File: src/rtl/image_row_packer_if.sv
// Pixel stream handshake between the binariser and the row packer.
// The source holds PixelData/PixelValid until PixelReady is seen.
interface image_row_packer_if;
  logic PixelValid;
  logic PixelData;
  logic PixelReady;

  modport master (
    output PixelValid,
    output PixelData,
    input  PixelReady
  );

  modport slave (
    input  PixelValid,
    input  PixelData,
    output PixelReady
  );
endinterface

File: src/rtl/image_row_packer.sv
// Packs a raster stream of 1-bit pixels into row words for the image
// row register bank and flags completion of each frame.
module image_row_packer #(
  parameter int NrOfBits = 28,
  parameter int NrOfRows = 28,
  parameter int AddrBits = 5
) (
  input  logic                Clock,
  input  logic                Reset,
  input  logic                Start,
  image_row_packer_if.slave   pix,
  output logic [NrOfBits-1:0] D,
  output logic                ClockEnable,
  output logic                Tick,
  output logic [AddrBits-1:0] RowAddr,
  output logic                Busy,
  output logic                FrameDone
);

  localparam int ColBits = $clog2(NrOfBits);
  localparam logic [ColBits-1:0] LastCol =
    ColBits'(NrOfBits - 1);
  localparam logic [AddrBits-1:0] LastRow =
    AddrBits'(NrOfRows - 1);

  typedef enum logic [1:0] {
    S_IDLE,
    S_PACK,
    S_EMIT,
    S_DONE
  } state_t;

  state_t                r_state;
  logic [ColBits-1:0]    r_col;
  logic [AddrBits-1:0]   r_row;
  logic [NrOfBits-1:0]   r_shift;
  logic [NrOfBits-1:0]   r_d;
  logic [AddrBits-1:0]   r_addr;
  logic                  r_ready;
  logic                  r_ce;
  logic                  r_busy;
  logic                  r_done;

  logic                  w_xfer;
  logic [ColBits-1:0]    w_bit;
  logic [NrOfBits-1:0]   w_shift;

  // r_ready is only ever set while in PACK
  assign w_xfer = r_ready & pix.PixelValid;
  assign w_bit  = LastCol - r_col;

  // Leftmost pixel of the row lands in the MSB
  always_comb begin
    w_shift        = r_shift;
    w_shift[w_bit] = pix.PixelData;
  end

  always_ff @(posedge Clock or negedge Reset) begin
    if (!Reset) begin
      r_state <= S_IDLE;
      r_col   <= '0;
      r_row   <= '0;
      r_shift <= '0;
      r_d     <= '0;
      r_addr  <= '0;
      r_ready <= 1'b0;
      r_ce    <= 1'b0;
      r_busy  <= 1'b0;
      r_done  <= 1'b0;
    end else begin
      r_ce   <= 1'b0;
      r_done <= 1'b0;
      unique case (r_state)
        S_IDLE: begin
          if (Start) begin
            r_state <= S_PACK;
            r_col   <= '0;
            r_row   <= '0;
            r_shift <= '0;
            r_ready <= 1'b1;
            r_busy  <= 1'b1;
          end
        end
        S_PACK: begin
          if (w_xfer) begin
            r_shift <= w_shift;
            if (r_col == LastCol) begin
              r_state <= S_EMIT;
              r_col   <= '0;
              r_ready <= 1'b0;
              r_ce    <= 1'b1;
              r_d     <= w_shift;
              r_addr  <= r_row;
            end else begin
              r_col <= r_col + 1'b1;
            end
          end
        end
        S_EMIT: begin
          if (r_row == LastRow) begin
            r_state <= S_DONE;
            r_row   <= '0;
            r_addr  <= '0;
            r_done  <= 1'b1;
          end else begin
            r_state <= S_PACK;
            r_row   <= r_row + 1'b1;
            r_ready <= 1'b1;
          end
        end
        S_DONE: begin
          r_state <= S_IDLE;
          r_busy  <= 1'b0;
        end
        default: begin
          r_state <= S_IDLE;
        end
      endcase
    end
  end

  assign pix.PixelReady = r_ready;
  assign D              = r_d;
  assign ClockEnable    = r_ce;
  assign Tick           = r_ce;
  assign RowAddr        = r_addr;
  assign Busy           = r_busy;
  assign FrameDone      = r_done;

endmodule

File: src/flat_wrapper.sv
// flat-port wrapper written by rule: the top's interface ports become plain ports
module image_row_packer_flat 
#(
  parameter int NrOfBits = 28,
  parameter int NrOfRows = 28,
  parameter int AddrBits = 5
)
  (Clock, Reset, Start, D, ClockEnable, Tick, RowAddr, Busy, FrameDone, pix_PixelValid, pix_PixelData, pix_PixelReady);
  image_row_packer_if pix_i ();
  input  logic Clock;
  input  logic Reset;
  input  logic Start;
  output logic [NrOfBits-1:0] D;
  output logic ClockEnable;
  output logic Tick;
  output logic [AddrBits-1:0] RowAddr;
  output logic Busy;
  output logic FrameDone;
  input wire logic [$bits(pix_i.PixelValid)-1:0] pix_PixelValid;
  input wire logic [$bits(pix_i.PixelData)-1:0] pix_PixelData;
  output wire logic [$bits(pix_i.PixelReady)-1:0] pix_PixelReady;
  assign pix_i.PixelValid = pix_PixelValid;
  assign pix_i.PixelData = pix_PixelData;
  assign pix_PixelReady = pix_i.PixelReady;
  image_row_packer #(.NrOfBits(NrOfBits), .NrOfRows(NrOfRows), .AddrBits(AddrBits)) u_core (.Clock(Clock), .Reset(Reset), .Start(Start), .pix(pix_i), .D(D), .ClockEnable(ClockEnable), .Tick(Tick), .RowAddr(RowAddr), .Busy(Busy), .FrameDone(FrameDone));
endmodule
File: config.mk
export PLATFORM = sky130hd
export DESIGN_NAME = image_row_packer_flat
export DESIGN_NICKNAME = d
export VERILOG_FILES = /design/src/rtl/image_row_packer_if.sv /design/src/rtl/image_row_packer.sv /design/src/flat_wrapper.sv
export SDC_FILE = /design/constraint.sdc
export NUM_CORES = 1
export LEC_CHECK = 0
export ABC_AREA = 1
export BUFFER_PORTS_ARGS = -buffer_cell sky130_fd_sc_hd__buf_2
export CAP_MARGIN = 20
export CORE_UTILIZATION = 35
export CTS_BUF_LIST = sky130_fd_sc_hd__clkbuf_4
export DETAILED_ROUTE_END_ITERATION = 8
export GPL_TIMING_DRIVEN = 1
export SLEW_MARGIN = 20
export SYNTH_ARGS = -nofsm -noshare
export SYNTH_HDL_FRONTEND = slang
export SYNTH_SLANG_ARGS = --single-unit
export TNS_END_PERCENT = 20
File: constraint.sdc
create_clock -name Clock -period 2.42 [get_ports Clock]
set_clock_uncertainty 0.05 [all_clocks]
set_input_delay 0 -clock Clock [delete_from_list [all_inputs] [get_ports Clock]]
set_output_delay 0 -clock Clock [all_outputs]
set_load 0.02 [all_outputs]
==> metrics, run 1 <==
outcome=finished, violations left; violations in the final reports=hold timing; total track usage=around 17%; worst hold margin=-11.16 ps; static leakage=roughly 2.4 nW; main combinational cell family by area after synthesis=simple AND/OR/NAND/NOR gates; total clock buffers created by CTS=9; worst reg2reg path depth=8; required time at the worst-slack endpoint=between 2000 and 3000 ps; unrepaired setup endpoints after global routing=no; highest cell delay on the worst timing path=roughly 550 ps; layout net count=about 530; unique cell type count in the Yosys netlist=27; cell with the most instances on the worst path=nand2_1; final period utilization=about nine tenths; number of diodes=0; number of filler cells placed in the layout=~1100; Clk pin slew, worst setup/hold paths=approximately 140 ps; effective utilization at floorplan=between 30% and 40%; Post-CTS Setup Inserts=0; Worst Path Buf+Inv=2; end of the worst register-to-register path=u_core.D[8]; Site Rows=38; hold violation total from the final report=7; synthesized net count=slightly below 500; half-perimeter wire length after placement=5.844 mm; area share of and/or/nand/nor cells after synthesis=a little over a third; standard cell with the maximum stage delay on the critical path=dfrtp_1; maximum number of pins on one net before global-route repair=78; Synth Warn #=0; clock tree from TritonCTS=built; Clock Root Buffer=clkbuf_4; minimum clock period after layout=about 2100 ps; Iter 0 DRT Violations=190; maximum operating frequency=0.4659 GHz; global-route congestion overflow total=0; launching element of the worst setup path=u_core.r_col[2]; via total after detailed routing=about 3300; critical path depth=8; post-synthesis instance area=just under 4000 um2; power density cells=roughly 950 nW/um2; worst slew pin tran=610.0 ps; launching element type of the critical path=register; layout cells sized above 1=14.67%; detail-routed net length per standard cell=13.41 um; mux contribution to synthesized area=0%; Syn Area/Cell=around 8.1 um2; worst min-delay path class=primary input to async pin; P&R area growth vs syn=12.92%; commonest cells after routing, fill and taps aside=nand2_1, nand3_1, dfrtp_1; Worst EP arrival=approximately 2500 ps; number of max-slew violations in the final report=0; critical-path maximum fanout=18; number of antenna violations at the first check in global routing=0; mean number of vias per cell=4.998; H-tree levels=3; delay-heaviest family, CP=simple AND/OR/NAND/NOR gates; compound-gate portion of the synthesized area=between 4 and 5%; Syn Inst Count=approximately 480; Num Clock Sinks=77; buffer depth of the longest clock path=2; cells traversed along the worst timing path=inv_1 -> ha_1 -> inv_2 -> nor2_2 -> nand2_1 -> o21bai_1 -> nand3_1 -> nand2_1; detailed-routing iteration count for the pre-antenna-repair pass=6; overall die area=~12000 um2; R2R setup slack=between 200 and 300 ps; global-route wire length before repair=about 15 mm; worst setup path endpoint=u_core.D[8]; Final TNS setup=0 ps; flop and latch count out of synthesis=77; final setup vio count=0; category of the most critical setup path=register to register; fraction of the yosys area taken by sequential cells=49.37%; chip height=~110 um; number of top-level design ports=43; most frequent standard cell in the layout excluding fill and tap cells=nand2_1; number of input and output port buffers inserted=42; horizontal die dimension=107.6 um; Final ANT Viol Nets=0; area share of xor/xnor cells in the synthesized design=less than 1%; post-synthesis share of cell area spent on full adders, half adders and majority gates=between 2 and 3%; Routed Wire Length=between 8 and 9 mm; Clk Latency, worst-skew pair=about 430 ps; critical path endpoint category=register; Max transition margin=around three fifths; count of maximum capacitance violations=0; final weighted congestion in routability-driven placement=about 0.79; via count of the first global-routing pass=between 3000 and 4000; origin of the critical flop-to-flop path=u_core.r_col[2]; drt drc=0; maximum vdd drop=0.0004999 V; standard cell core area=10840 um2
sequential cells by signal (all words and copies together), names as in the netlist:
name / cells
u_core.FrameDone: 1
u_core.r_shift: 28
u_core.r_row: 5
u_core.D: 28
u_core.r_col: 5
u_core.RowAddr: 5
u_core.Busy: 1
u_core.pix.PixelReady: 1
u_core.r_state: 2
u_core.ClockEnable: 1
what timing repair did:
action | CTS | global route
endpoints found under the hold margin | 80 | 0
resized for setup | 0 | 0
hold buffers | 3 | 0
setup endpoints to repair | 0 | 0
per-stage QoR:
step	setup WS [ps]	util (%)	total power, mW	std cells	cell area, um2
after floorplan	416.0	-	2.899	482	3902
after global placement	410.8	38.69	3.226	645	4194
after detailed placement	316.0	38.69	3.274	645	4194
after CTS	301.7	40.47	4.185	664	4387
after global routing	50.33	40.65	4.491	665	4407
final	273.7	40.65	4.170	665	4407
routing by layer:
metal | track usage [%] | share of wire, % | up-vias
li1 | - | - | 1664
met5 | 0 | 0 | -
met3 | 3.632 | 4.9 | 9
met2 | 26.42 | 45 | 81
met1 | 22.71 | 50 | 1570
met4 | 6.654 | 0.87 | 0
logic make-up (layout without fill, tap and decap cells):
kind of cell,count (synthesis),in the layout
xor+xnor,4,4
flops,77,77
fa+ha+maj,8,8
buf+inv,67,110
compound gates,26,26
simple gates,300,300
final cells by class:
class                           instances  area, um2  area share, %
Sequential cell                        77       1927          43.73
Multi-Input combinational cell        338       1680          38.13
Timing Repair Buffer                   51      300.3          6.814
Tap cell                              140      175.2          3.975
Inverter                               43      161.4          3.663
Clock inverter                          6      87.58          1.988
Clock buffer                           10      75.07          1.704
worst min-delay path by stage:
stage / endpoint / slack [ps] / cells after the start
6_report: u_core.D[10] / -10 / 2
5_1_grt: u_core.D[10] / 10 / 2
4_1_cts: u_core.r_shift[2] / 60 / 5
3_5_place_dp: u_core.ClockEnable / 180 / 1
3_3_place_gp: u_core.ClockEnable / 180 / 1
2_1_floorplan: u_core.Busy / -350 / 0
cells in the mapped netlist (all sizes together):
cell type / number / area [um2]
nand3: 79 / 412.9
o31ai: 2 / 15.01
nand2: 170 / 643.1
a21oi: 3 / 15.01
ha: 8 / 100.1
o2111ai: 1 / 8.760
dfrtp: 77 / 1927
nand4: 38 / 237.7
o21bai: 12 / 90.09
xnor2: 1 / 8.760
o22ai: 2 / 12.51
nor2: 12 / 72.57
inv: 43 / 161.4
xor2: 3 / 26.28
buf: 15 / 100.1
clkbuf: 9 / 33.78
o21ai: 6 / 30.03
nand3b: 1 / 7.510
power by group:
| group | internal [mW] | switching [mW] |
|---|---|---|
| sequential | 1.53 | 0.169 |
| combinational | 0.445 | 1.12 |
| clock | 0.429 | 0.475 |
Power figures use the tool's default switching activity.
==> run 2: changes to the inputs <==
- PLACE_DENSITY_LB_ADDON: default -> 0.3
==> metrics, run 2 (synthesized netlist as in run 1, its figures left out) <==
Clk Latency, worst-skew pair=430 ps (about the same); Clk pin slew, worst setup/hold paths=130 ps (about the same); minimum clock period after layout=2162 ps (+15.32 ps); unrepaired setup endpoints after global routing=no; layout cells sized above 1=14.69% (+0.028 points); Num Clock Sinks=77 (unchanged); buffer depth of the longest clock path=2 (unchanged); via total after detailed routing=3323 (-0.030%); grt met3 use=3.995% (+0.36 points); standard cell core area=10840 um2 (unchanged); number of top-level design ports=43 (unchanged); clock tree from TritonCTS=built; number of antenna violations at the first check in global routing=0 (unchanged); layer with the highest usage=met2; detail-routed net length per standard cell=13.58 um (+1.2%); Final TNS setup=0 ps (unchanged); delay-heaviest family, CP=simple AND/OR/NAND/NOR gates; worst slew pin tran=957.9 ps (+347.9 ps); maximum vdd drop=0.0003736 V (-25%); power density cells=930.8 nW/um2 (-1.6%); Worst Path Buf+Inv=2 (unchanged); critical-path maximum fanout=18 (unchanged); effective utilization at floorplan=36.00% (unchanged); CTS-repair resized insts=0 (unchanged); outcome=completed; highest cell delay on the worst timing path=550 ps (about the same); number of max-slew violations in the final report=0 (unchanged); Final ANT Viol Nets=0 (unchanged); launching element type of the critical path=register; Final WS setup=258.3 ps (-15.32 ps); total track usage=17.26% (+0.37 points); overall die area=11580 um2 (unchanged); met1 usage=22.87% (+0.17 points); category of the most critical setup path=register to register; final setup vio count=0 (unchanged); worst min-delay path class=primary input to register; count of maximum capacitance violations=0 (unchanged); number of diodes=0 (unchanged); global-route congestion overflow total=0 (unchanged); global-route track usage on met2=27.52% (+1.1 points); horizontal die dimension=107.6 um (unchanged); maximum operating frequency=0.4626 GHz (-0.71%); instance count after placement with tap cells included=645 (unchanged); half-perimeter wire length after placement=5.899 mm (+0.94%); standard cell with the maximum stage delay on the critical path=dfrtp_1; Iter 0 DRT Violations=141 (-26%); setup slack after placement=300.6 ps (-15.38 ps); final weighted congestion in routability-driven placement=0.7847 (-1.1%); via count of the first global-routing pass=3246 (+1.6%); commonest cells after routing, fill and taps aside=nand2_1, nand3_1, dfrtp_1; most frequent standard cell in the layout excluding fill and tap cells=nand2_1; Worst EP arrival=2480 ps (about the same); detailed-routing iteration count for the pre-antenna-repair pass=4 (-2); critical path endpoint category=register; Routed Wire Length=9.017 mm (+1.1%); static leakage=2.359 nW (-0.86%); required time at the worst-slack endpoint=2740 ps (-20 ps); count of non-filler cells in the finished layout=664 (-0.15%); layout net count=532 (-0.19%); number of input and output port buffers inserted=42 (unchanged); Clock Root Buffer=clkbuf_4; final period utilization=89.33% (+0.63 points); drt drc=0 (unchanged); maximum number of pins on one net before global-route repair=78 (unchanged); cell with the most instances on the worst path=nand2_1; global-route wire length before repair=15.54 mm (+1.8%); P&R area growth vs syn=11.93%; Site Rows=38 (unchanged); H-tree levels=3 (unchanged); chip height=107.6 um (unchanged); mean number of vias per cell=5.005 (+0.12%); cells traversed along the worst timing path=inv_1 -> ha_1 -> inv_2 -> nor2_2 -> nand2_1 -> o21bai_1 -> nand3_1 -> nand2_1; Max transition margin=36.14% (-23 points); hold violation total from the final report=0 (-7); total clock buffers created by CTS=9 (unchanged)
[run 2: cell count changes in the layout (fill, tap and decap cells not counted)]
cell,previous run,this run
buf_12,1,0
bufinv_16,2,1
clkbuf_4,10,11
clkinv_1,1,0
clkinvlp_4,2,3
[run 2: per-stage QoR]
step	area (um2)	total power, mW	util, %	hold WS (ps)
after floorplan	3902	2.899	-	-345.6
after global placement	4194	3.230	38.69	177.4
after detailed placement	4194	3.277	38.69	182.2
after CTS	4368	4.111	40.29	63.04
after global routing	4368	4.398	40.29	141.4
final	4368	4.066	40.29	105.5
[run 2: timing repair]
action                                 CTS  global route
hold buffers                             3             0
endpoints found under the hold margin   80             0
buffers inserted                         0             0
[run 2: worst register-to-register path, cell delays in order, from the launching register on]
cell and delay [ps]:
dfrtp_1 550, inv_1 100, ha_1 350, inv_2 150
nor2_2 330, nand2_1 190, o21bai_1 210, nand3_1 100
nand2_1 70
[run 2: routing by layer]
| layer | part of all wire [%] | wire, um | vias up |
|---|---|---|---|
| li1 | - | - | 1664 |
| met1 | 48 | 4288 | 1549 |
| met2 | 46 | 4155 | 96 |
| met3 | 4.9 | 442 | 14 |
| met4 | 1.4 | 130 | 0 |
| met5 | 0 | 0 | - |
[run 2: layout make-up]
| cell class | instances | area, um2 |
|---|---|---|
| clock buffers | 11 | 82.58 |
| repair buffers | 50 | 280.3 |
| fillers | 1147 | 6472 |
| multi-input cells | 338 | 1680 |
| flip-flops and latches | 77 | 1927 |
| clock inverters | 5 | 61.31 |
| inverters | 43 | 161.4 |
| well taps | 140 | 175.2 |
[run 2: final timing paths]
check | end | depth (start not counted) | start | slack (ps)
max | u_core.r_shift[24] | 8 | u_core.r_col[2] | 260
min | u_core.r_shift[4] | 5 | pix_PixelData | 110
max reg2reg | u_core.r_shift[24] | 8 | u_core.r_col[2] | 260
min reg2reg | u_core.r_shift[8] | 2 | u_core.r_shift[8] | 440
max in group asynchronous | u_core.r_shift[20] | 2 | Reset | 1500
min in group asynchronous | u_core.ClockEnable | 2 | Reset | 200
[run 2: report_power, final]
group          switching [mW]  total, mW  internal [mW]
clock network           0.463      0.802          0.339
registers               0.171       1.70           1.53
logic                    1.12       1.56          0.442
